===== src/rtl/fb_arbiter.sv =====
// fb_arbiter: single-port frame-buffer arbiter between the PPU pixel writer and
// the VGA scan-out reader. VGA reads own the RAM port whenever requested; PPU
// writes are parked in a small FIFO and drained on cycles with no read.
//
// Optional feature macro: FB_WBUF_FWD_EN -- when defined, reads that hit a
// buffered write return the newest buffered pixel instead of stale RAM data.
//
// Ports:
//   pix_clk, reset_n            clock, asynchronous active-low reset
//   rd_req, rd_x, rd_y          VGA read request and pixel pointer
//   rd_data, rd_valid           read result, one cycle after rd_req
//   wr_valid, wr_ready          PPU write handshake
//   wr_x, wr_y, wr_rgb          PPU write pixel
//   mem_addr, mem_we, mem_wdata RAM port (combinational)
//   mem_rdata                   RAM read data, 1-cycle latency
//   wbuf_level                  write-buffer occupancy
//   drop_cnt                    saturating count of writes with y >= 240
module fb_arbiter #(
    parameter int unsigned WBUF_DEPTH = 4
) (
    input  logic                          pix_clk,
    input  logic                          reset_n,
    input  logic                          rd_req,
    input  logic [7:0]                    rd_x,
    input  logic [7:0]                    rd_y,
    output logic [8:0]                    rd_data,
    output logic                          rd_valid,
    input  logic                          wr_valid,
    output logic                          wr_ready,
    input  logic [7:0]                    wr_x,
    input  logic [7:0]                    wr_y,
    input  logic [8:0]                    wr_rgb,
    output logic [15:0]                   mem_addr,
    output logic                          mem_we,
    output logic [8:0]                    mem_wdata,
    input  logic [8:0]                    mem_rdata,
    output logic [$clog2(WBUF_DEPTH):0]   wbuf_level,
    output logic [15:0]                   drop_cnt
);

    localparam int unsigned PW = $clog2(WBUF_DEPTH);

    logic [15:0] fifo_addr [WBUF_DEPTH];
    logic [8:0]  fifo_rgb  [WBUF_DEPTH];
    logic [PW-1:0] head_q, tail_q;
    logic [PW:0]   level_q;
    logic [15:0]   drop_q;
    logic          rd_valid_q;

    logic accept, push, pop, row_ok;

    assign wr_ready = (level_q < (PW+1)'(WBUF_DEPTH));
    assign row_ok   = (wr_y < 8'd240);
    assign accept   = wr_valid && wr_ready;
    assign push     = accept && row_ok;
    // Reads always win the port; the head only drains on read-free cycles.
    assign pop      = !rd_req && (level_q != '0);

    always_comb begin
        mem_addr  = '0;
        mem_we    = 1'b0;
        mem_wdata = '0;
        if (rd_req) begin
            mem_addr = {rd_y, rd_x};
        end else if (level_q != '0) begin
            mem_addr  = fifo_addr[head_q];
            mem_wdata = fifo_rgb[head_q];
            mem_we    = 1'b1;
        end
    end

    // Storage needs no reset: only entries covered by level_q are ever read.
    always_ff @(posedge pix_clk) begin
        if (push) begin
            fifo_addr[tail_q] <= {wr_y, wr_x};
            fifo_rgb[tail_q]  <= wr_rgb;
        end
    end

    always_ff @(posedge pix_clk or negedge reset_n) begin
        if (!reset_n) begin
            head_q     <= '0;
            tail_q     <= '0;
            level_q    <= '0;
            drop_q     <= '0;
            rd_valid_q <= 1'b0;
        end else begin
            rd_valid_q <= rd_req;
            // Pointers wrap naturally since the depth is a power of two.
            if (push) tail_q <= tail_q + 1'b1;
            if (pop)  head_q <= head_q + 1'b1;
            case ({push, pop})
                2'b10:   level_q <= level_q + 1'b1;
                2'b01:   level_q <= level_q - 1'b1;
                default: ;
            endcase
            if (accept && !row_ok && (drop_q != 16'hFFFF)) drop_q <= drop_q + 1'b1;
        end
    end

`ifdef FB_WBUF_FWD_EN
    logic       fwd_hit_d, fwd_hit_q;
    logic [8:0] fwd_rgb_d, fwd_rgb_q;

    // Walk oldest to newest so the newest matching entry wins.
    always_comb begin
        fwd_hit_d = 1'b0;
        fwd_rgb_d = '0;
        for (int unsigned i = 0; i < WBUF_DEPTH; i++) begin
            if (((PW+1)'(i) < level_q) &&
                (fifo_addr[head_q + PW'(i)] == {rd_y, rd_x})) begin
                fwd_hit_d = 1'b1;
                fwd_rgb_d = fifo_rgb[head_q + PW'(i)];
            end
        end
    end

    always_ff @(posedge pix_clk or negedge reset_n) begin
        if (!reset_n) begin
            fwd_hit_q <= 1'b0;
            fwd_rgb_q <= '0;
        end else begin
            fwd_hit_q <= rd_req && fwd_hit_d;
            fwd_rgb_q <= fwd_rgb_d;
        end
    end

    assign rd_data = rd_valid_q ? (fwd_hit_q ? fwd_rgb_q : mem_rdata) : '0;
`else
    assign rd_data = rd_valid_q ? mem_rdata : '0;
`endif

    assign rd_valid   = rd_valid_q;
    assign wbuf_level = level_q;
    assign drop_cnt   = drop_q;

endmodule


===== config.mk =====
export PLATFORM = sky130hd
export DESIGN_NAME = fb_arbiter
export DESIGN_NICKNAME = d
export VERILOG_FILES = /design/src/rtl/fb_arbiter.sv
export SDC_FILE = /design/constraint.sdc
export NUM_CORES = 1
export LEC_CHECK = 0
export BUFFER_PORTS_ARGS = -buffer_cell sky130_fd_sc_hd__buf_2
export CAP_MARGIN = 15
export CORE_UTILIZATION = 49
export DETAILED_ROUTE_END_ITERATION = 12
export GPL_ROUTABILITY_DRIVEN = 0
export PLACE_DENSITY_LB_ADDON = 0.2
export SKIP_LAST_GASP = 1
export SLEW_MARGIN = 10
export SYNTH_ARGS = -nofsm -noshare
export SYNTH_HDL_FRONTEND = slang
export SYNTH_SLANG_ARGS = --single-unit
export TNS_END_PERCENT = 30

===== constraint.sdc =====
create_clock -name pix_clk -period 2.1 [get_ports pix_clk]
set_input_delay 0.42 -clock pix_clk [delete_from_list [all_inputs] [get_ports pix_clk]]
set_output_delay 0.42 -clock pix_clk [all_outputs]
set_load 0.01 [all_outputs]

# [Yosys cells after proc, flatten, opt, wreduce, memory -nomap -nowiden]
# Memories as Yosys holds them, arrays and structs flattened.
# Index checks and enable logic that the tools add are counted.
[totals] reg_bits=24 ram_bits=100 input_bits=54 memories=2
[classes] n_addsub=5 magnitude_cmp=2 eq_ne=3 mux=10 n_reduce_logical=9
[memory_table] name="fifo_addr" depth=4 word_bits=16 rd=1 rd_clocked_by_memory_dff=0 wr=1 line_no="43" source="logic [15:0] fifo_addr [WBUF_DEPTH];"
[memory_table] name="fifo_rgb" depth=4 word_bits=9 rd=1 rd_clocked_by_memory_dff=0 wr=1 line_no="44" source="logic [8:0] fifo_rgb [WBUF_DEPTH];"
[ops] operator="two-way mux 16 bit" count=2
[ops] operator="two-way mux 9 bit" count=3
[ops] operator="adder 16 x 1 -> 16 bit (second input constant)" count=1
[ops] operator="inequality test 16 bit (second input constant)" count=1
[ops] operator="< comparator 8 bit (second input constant)" count=1
[ops] operator="case mux 3 bit (2 select lines)" count=1
[ops] operator="logical AND 1 bit" count=5
[ops] operator="adder 2 x 1 -> 2 bit (second input constant)" count=2
[ops] operator="two-way mux 1 bit" count=4
[ops] operator="adder 3 x 1 -> 3 bit (second input constant)" count=1
[ops] operator="< comparator 3 bit (second input constant)" count=1
[ops] operator="nonzero test 3 bit" count=1
[ops] operator="subtractor 3 x 1 -> 3 bit (second input constant)" count=1
[ops] operator="== test 2 x 1 -> 1 bit (second input constant)" count=1
[ops] operator="== test 2 bit (second input constant)" count=1
[ops] operator="zero test 1 bit" count=2
[ops] operator="nonzero test 2 bit" count=1

# [Logic depth before layout (Yosys ltp)]
[logic_depth] ltp_word=5 mapped_depth=10 depth_no_buf=9

# [Least setup slack after synthesis]
# OpenSTA, ideal clock, no wires.
[synth_timing] kind="input to register" startpoint="in rd_req" endpoint="reg level_q[2], in the netlist wbuf_level[2]" setup_ps=80 arrival_time_ps=2236 required_ps=2020 path_slack_ps=-216 path_stages=9 path_buffers=2 path_cell_list="clkbuf_1 a31oi_2 clkbuf_1 ha_1 inv_1 fa_1 xor2_1 nor2_1 xnor2_1"
[synth_via] elab_chain_len=4
[synth_rtl] item="start: declaration" line_no="23" source="input logic rd_req,"
[synth_rtl] item="zero test 1 bit (*)" line_no="57" source="assign pop = !rd_req && (level_q != '0);"
[synth_rtl] item="logical AND 1 bit (*)" line_no="57"
[synth_rtl] item="== test 2 x 1 -> 1 bit / == test 2 bit (equally long branches)" line_no="92" source="case ({push, pop})"
[synth_rtl] item="case mux 3 bit (2 select lines) / nonzero test 2 bit (equally long branches)"
[synth_rtl] item="end signal: assignment" line_no="93" source="2'b10: level_q <= level_q + 1'b1;"
[synth_rtl] item="end signal: assignment" line_no="94" source="2'b01: level_q <= level_q - 1'b1;"
[synth_rtl] item="end: declaration" line_no="46" source="logic [PW:0] level_q;"
# Mark *: on every way between the ends. The rest lies on a longest branch, timed or not.
# A chain may end at the register's enable or synchronous reset.

# [Final worst setup path]
[layout_timing] startpoint="reg head_q[0]" endpoint="out mem_wdata[7]"
[layout_via] elab_chain_len=3
[layout_rtl] item="start: declaration" line_no="45" source="logic [PW-1:0] head_q, tail_q;"
[layout_rtl] item="start signal: assignment" line_no="91" source="if (pop) head_q <= head_q + 1'b1;"
[layout_rtl] item="memory (4 x 9 bit)"
[layout_rtl] item="two-way mux 9 bit" line_no="65" source="end else if (level_q != '0) begin"
[layout_rtl] item="two-way mux 9 bit" line_no="63" source="if (rd_req) begin"
[layout_rtl] item="end: declaration" line_no="35" source="output logic [8:0] mem_wdata,"
# No other way between the ends.

==> flow_summary.ini <==
[sta]
final_hold_viol_count = 0
slew_headroom_pct = 62.28
rsz0062_at_grt = yes
finalSetupTns_ns = -6.886
hold_slack_ns = 0.1271
worst_slack_ns = -0.3215
fmax_ghz = 0.4130
skew_ns = 0.009402
finalSetupViolations = 26
worst-slew-pin-transition_ns = 0.5658
fin_crit_sh_pct = 115.3
fin_crit_ns = 2.421
drv_slew = 0

[layout]
multi_input_area_um2 = 1485
layout.cells.most_common_list = buf_2, edfxtp_1, mux4_2
area_growth_pct = 28.34
n_fill_cell = 767
layout.nets = 485
num_antenna_cells = 0
mostFrequentLayoutCell = buf_2
final_cells = 573
layout-drive-gt1-share_pct = 44.16
fin_util_pct = 64.56
regArea_um2 = 3605

[floorplan]
coreArea_um2 = 10280
rows = 37
die_h_um = 104.7
initial_core_util_pct = 50.30
dieWidth_um = 104.7
dieArea_um2 = 10970
io-pin-count = 110

[worst_setup_path]
cp.arrival_ns = 2.00
critPathSlowestCell = mux4_2
critPathKind = flop to output pin
cp_cell_sequence = buf_6, buf_16, mux4_2, and2_1, buf_2
critPathMaxStageDelay_ns = 0.50
required_ns = 1.68
setup.worst_path.start_class = flop
crit_fanout = 9
crit_path_end_kind = output pin

[place]
placedCellCount = 536
place_hpwl_um = 6614
io_buffers = 109

[clocking]
cts_buffers = 17
cts_root_buf = clkbuf_8
cts_tree = yes
clk_pin_slew_ns = 0.06
htreeDepth = 4
clock_latency_ns = 0.51
clk_path_buf_depth = 2
cts_sinks = 124

[outcome]
violations = setup timing
status = finished with violations

[route]
drc = 0
first_iter_violations = 145
wl_um = 10020
firstDrtPassIters = 4
vias = 3019
via_per_inst = 5.269
ant_nets = 0
routedWlPerCell_um = 17.48

[logic_synthesis]
syn_nets = 344
synthTopCellsByArea = edfxtp_1, dfrtp_1, mux4_2
avgSynthCellArea_um2 = 18.27
synth_adder_area_share_pct = 1.839
yosysSeqAreaShare_pct = 69.70
synth_warnings = 0
muxShareOfSynthArea_pct = 11.81
synthCells = 283
synth_top_family_by_area = multiplexers
synth_top_cell_area_share_pct = 58.08
netlist_area_um2 = 5170
synth_xor_xnor_area_share_pct = 3.049
synth_seq_cells = 124
synth_compound_area_share_pct = 3.243
yosysTopAreaCell = edfxtp_1
synth-simple-area-share_pct = 8.616
synthDistinctLibCells = 35

[pwr]
p_per_area_nw_per_um2 = 1208
max-vdd-ir-drop_mv = 0.6097
p_total_w = 0.008014
p_leak_nw = 2.675

[global_routing]
grt_usage_pct = 19.99
grt_pass1_wl_um = 15930
grt_max_degree = 25
antenna_found_initial = 0
grt.overflow.total = 0
grt_pass1_vias = 3119

[min_path]
min_path_type = primary input to flop

[flow_run]
cap_violations = 0
==> area by class of cell <==
cell class	instances	share of cell area [%]
flip-flops and latches	124	54.33
multi-input cells	141	22.38
repair buffers	133	12.58
clock buffers	29	7.524
well taps	136	2.565
inverters	7	0.3960
clock inverters	3	0.2263
==> registers in the layout (all words and copies together), names as in the netlist <==
register,count
wbuf_level,3
head_q,2
drop_cnt,16
fifo_rgb,36
tail_q,2
rd_valid,1
fifo_addr,64
==> logic make-up (layout without fill, tap and decap cells) <==
kind of cell	count (synthesis)	in the layout
AO/OA/AOI/OAI	20	20
adder cells (fa/ha/maj)	7	7
buffers and inverters	18	172
flip-flops	124	124
multiplexers	29	29
AND/OR/NAND/NOR	67	67
XOR/XNOR	18	18
==> where the power goes <==
| group | internal [W] | switching (W) | leakage, nW | total, W |
|---|---|---|---|---|
| logic | 0.00125 | 0.00112 | 1.20 | 0.00237 |
| registers | 0.00302 | 0.000129 | 1.22 | 0.00315 |
| clock network | 0.00157 | 0.000924 | 0.254 | 0.00249 |
| total | 0.00584 | 0.00217 | 2.68 | 0.00801 |
==> synth_stat cells <==
library cell,instances
and2_4,1
edfxtp_1,100
a31oi_2,1
ha_1,6
xor2_1,5
dfrtp_1,24
inv_1,7
nand3_1,10
nand4bb_2,1
clkbuf_1,5
mux2_4,1
fa_1,1
and4_4,1
buf_2,3
xnor2_1,13
nand2b_1,2
and4_1,2
nand4_4,2
mux2_2,1
and3_1,2
buf_4,1
buf_6,2
nand4_1,4
nor2b_1,1
nor4_4,1
and3_2,2
mux2i_1,1
mux2_1,1
nand2_1,7
nor2_1,4
a22o_1,16
nor3_1,3
mux4_2,25
o21ai_0,3
and2_1,24
==> worst max-delay path: cells and delay by family (launching register included) <==
kind / cells / cell delay (ns)
buf+inv: 3 / 0.43
flops: 1 / 0.38
mux: 1 / 0.50
simple gates: 1 / 0.19
==> routing by layer <==
layer	wire, µm	GRT usage [%]	part of all wire (%)	up-vias
met1	4356	25.58	43	1506
met3	497	4.803	5.0	13
li1	-	-	-	1399
met2	5048	32.69	50	101
met4	113	8.753	1.1	0
met5	0	0	0	-
==> worst paths after layout <==
check                      cells after the start  slack [ns]                        end                      start
max                                            5       -0.32               mem_wdata[7]      head_q[0]$_DFFE_PN0P_
min                                            1        0.13  fifo_addr[3][7]$_DFFE_PP_                    wr_x[7]
max reg2reg                                    8        0.30  wbuf_level[2]$_DFFE_PN0P_  wbuf_level[0]$_DFFE_PN0P_
min reg2reg                                    1        0.51  wbuf_level[0]$_DFFE_PN0P_  wbuf_level[0]$_DFFE_PN0P_
max in group asynchronous                      2        1.25      head_q[0]$_DFFE_PN0P_                    reset_n
min in group asynchronous                      2        0.44   drop_cnt[11]$_DFFE_PN0P_                    reset_n
==> timing repair <==
action	CTS	global route
resized for setup	6	0
setup endpoints to repair	26	26
gates cloned	2	0
pin swaps	4	2
hold endpoints to repair	24	0
buffers inserted	3	0
hold buffers	1	0
==> through the flow <==
| step | cell area [µm²] | worst slack [ns] |
|---|---|---|
| after CTS | 6655 | -0.3368 |
| after global placement | 6037 | 0.1246 |
| after detailed placement | 6037 | 0.08263 |
| after global routing | 6635 | -0.3907 |
| after floorplan | 5189 | 0.003056 |
| final | 6635 | -0.3215 |
No activity file was read; power rests on OpenSTA's default activity.
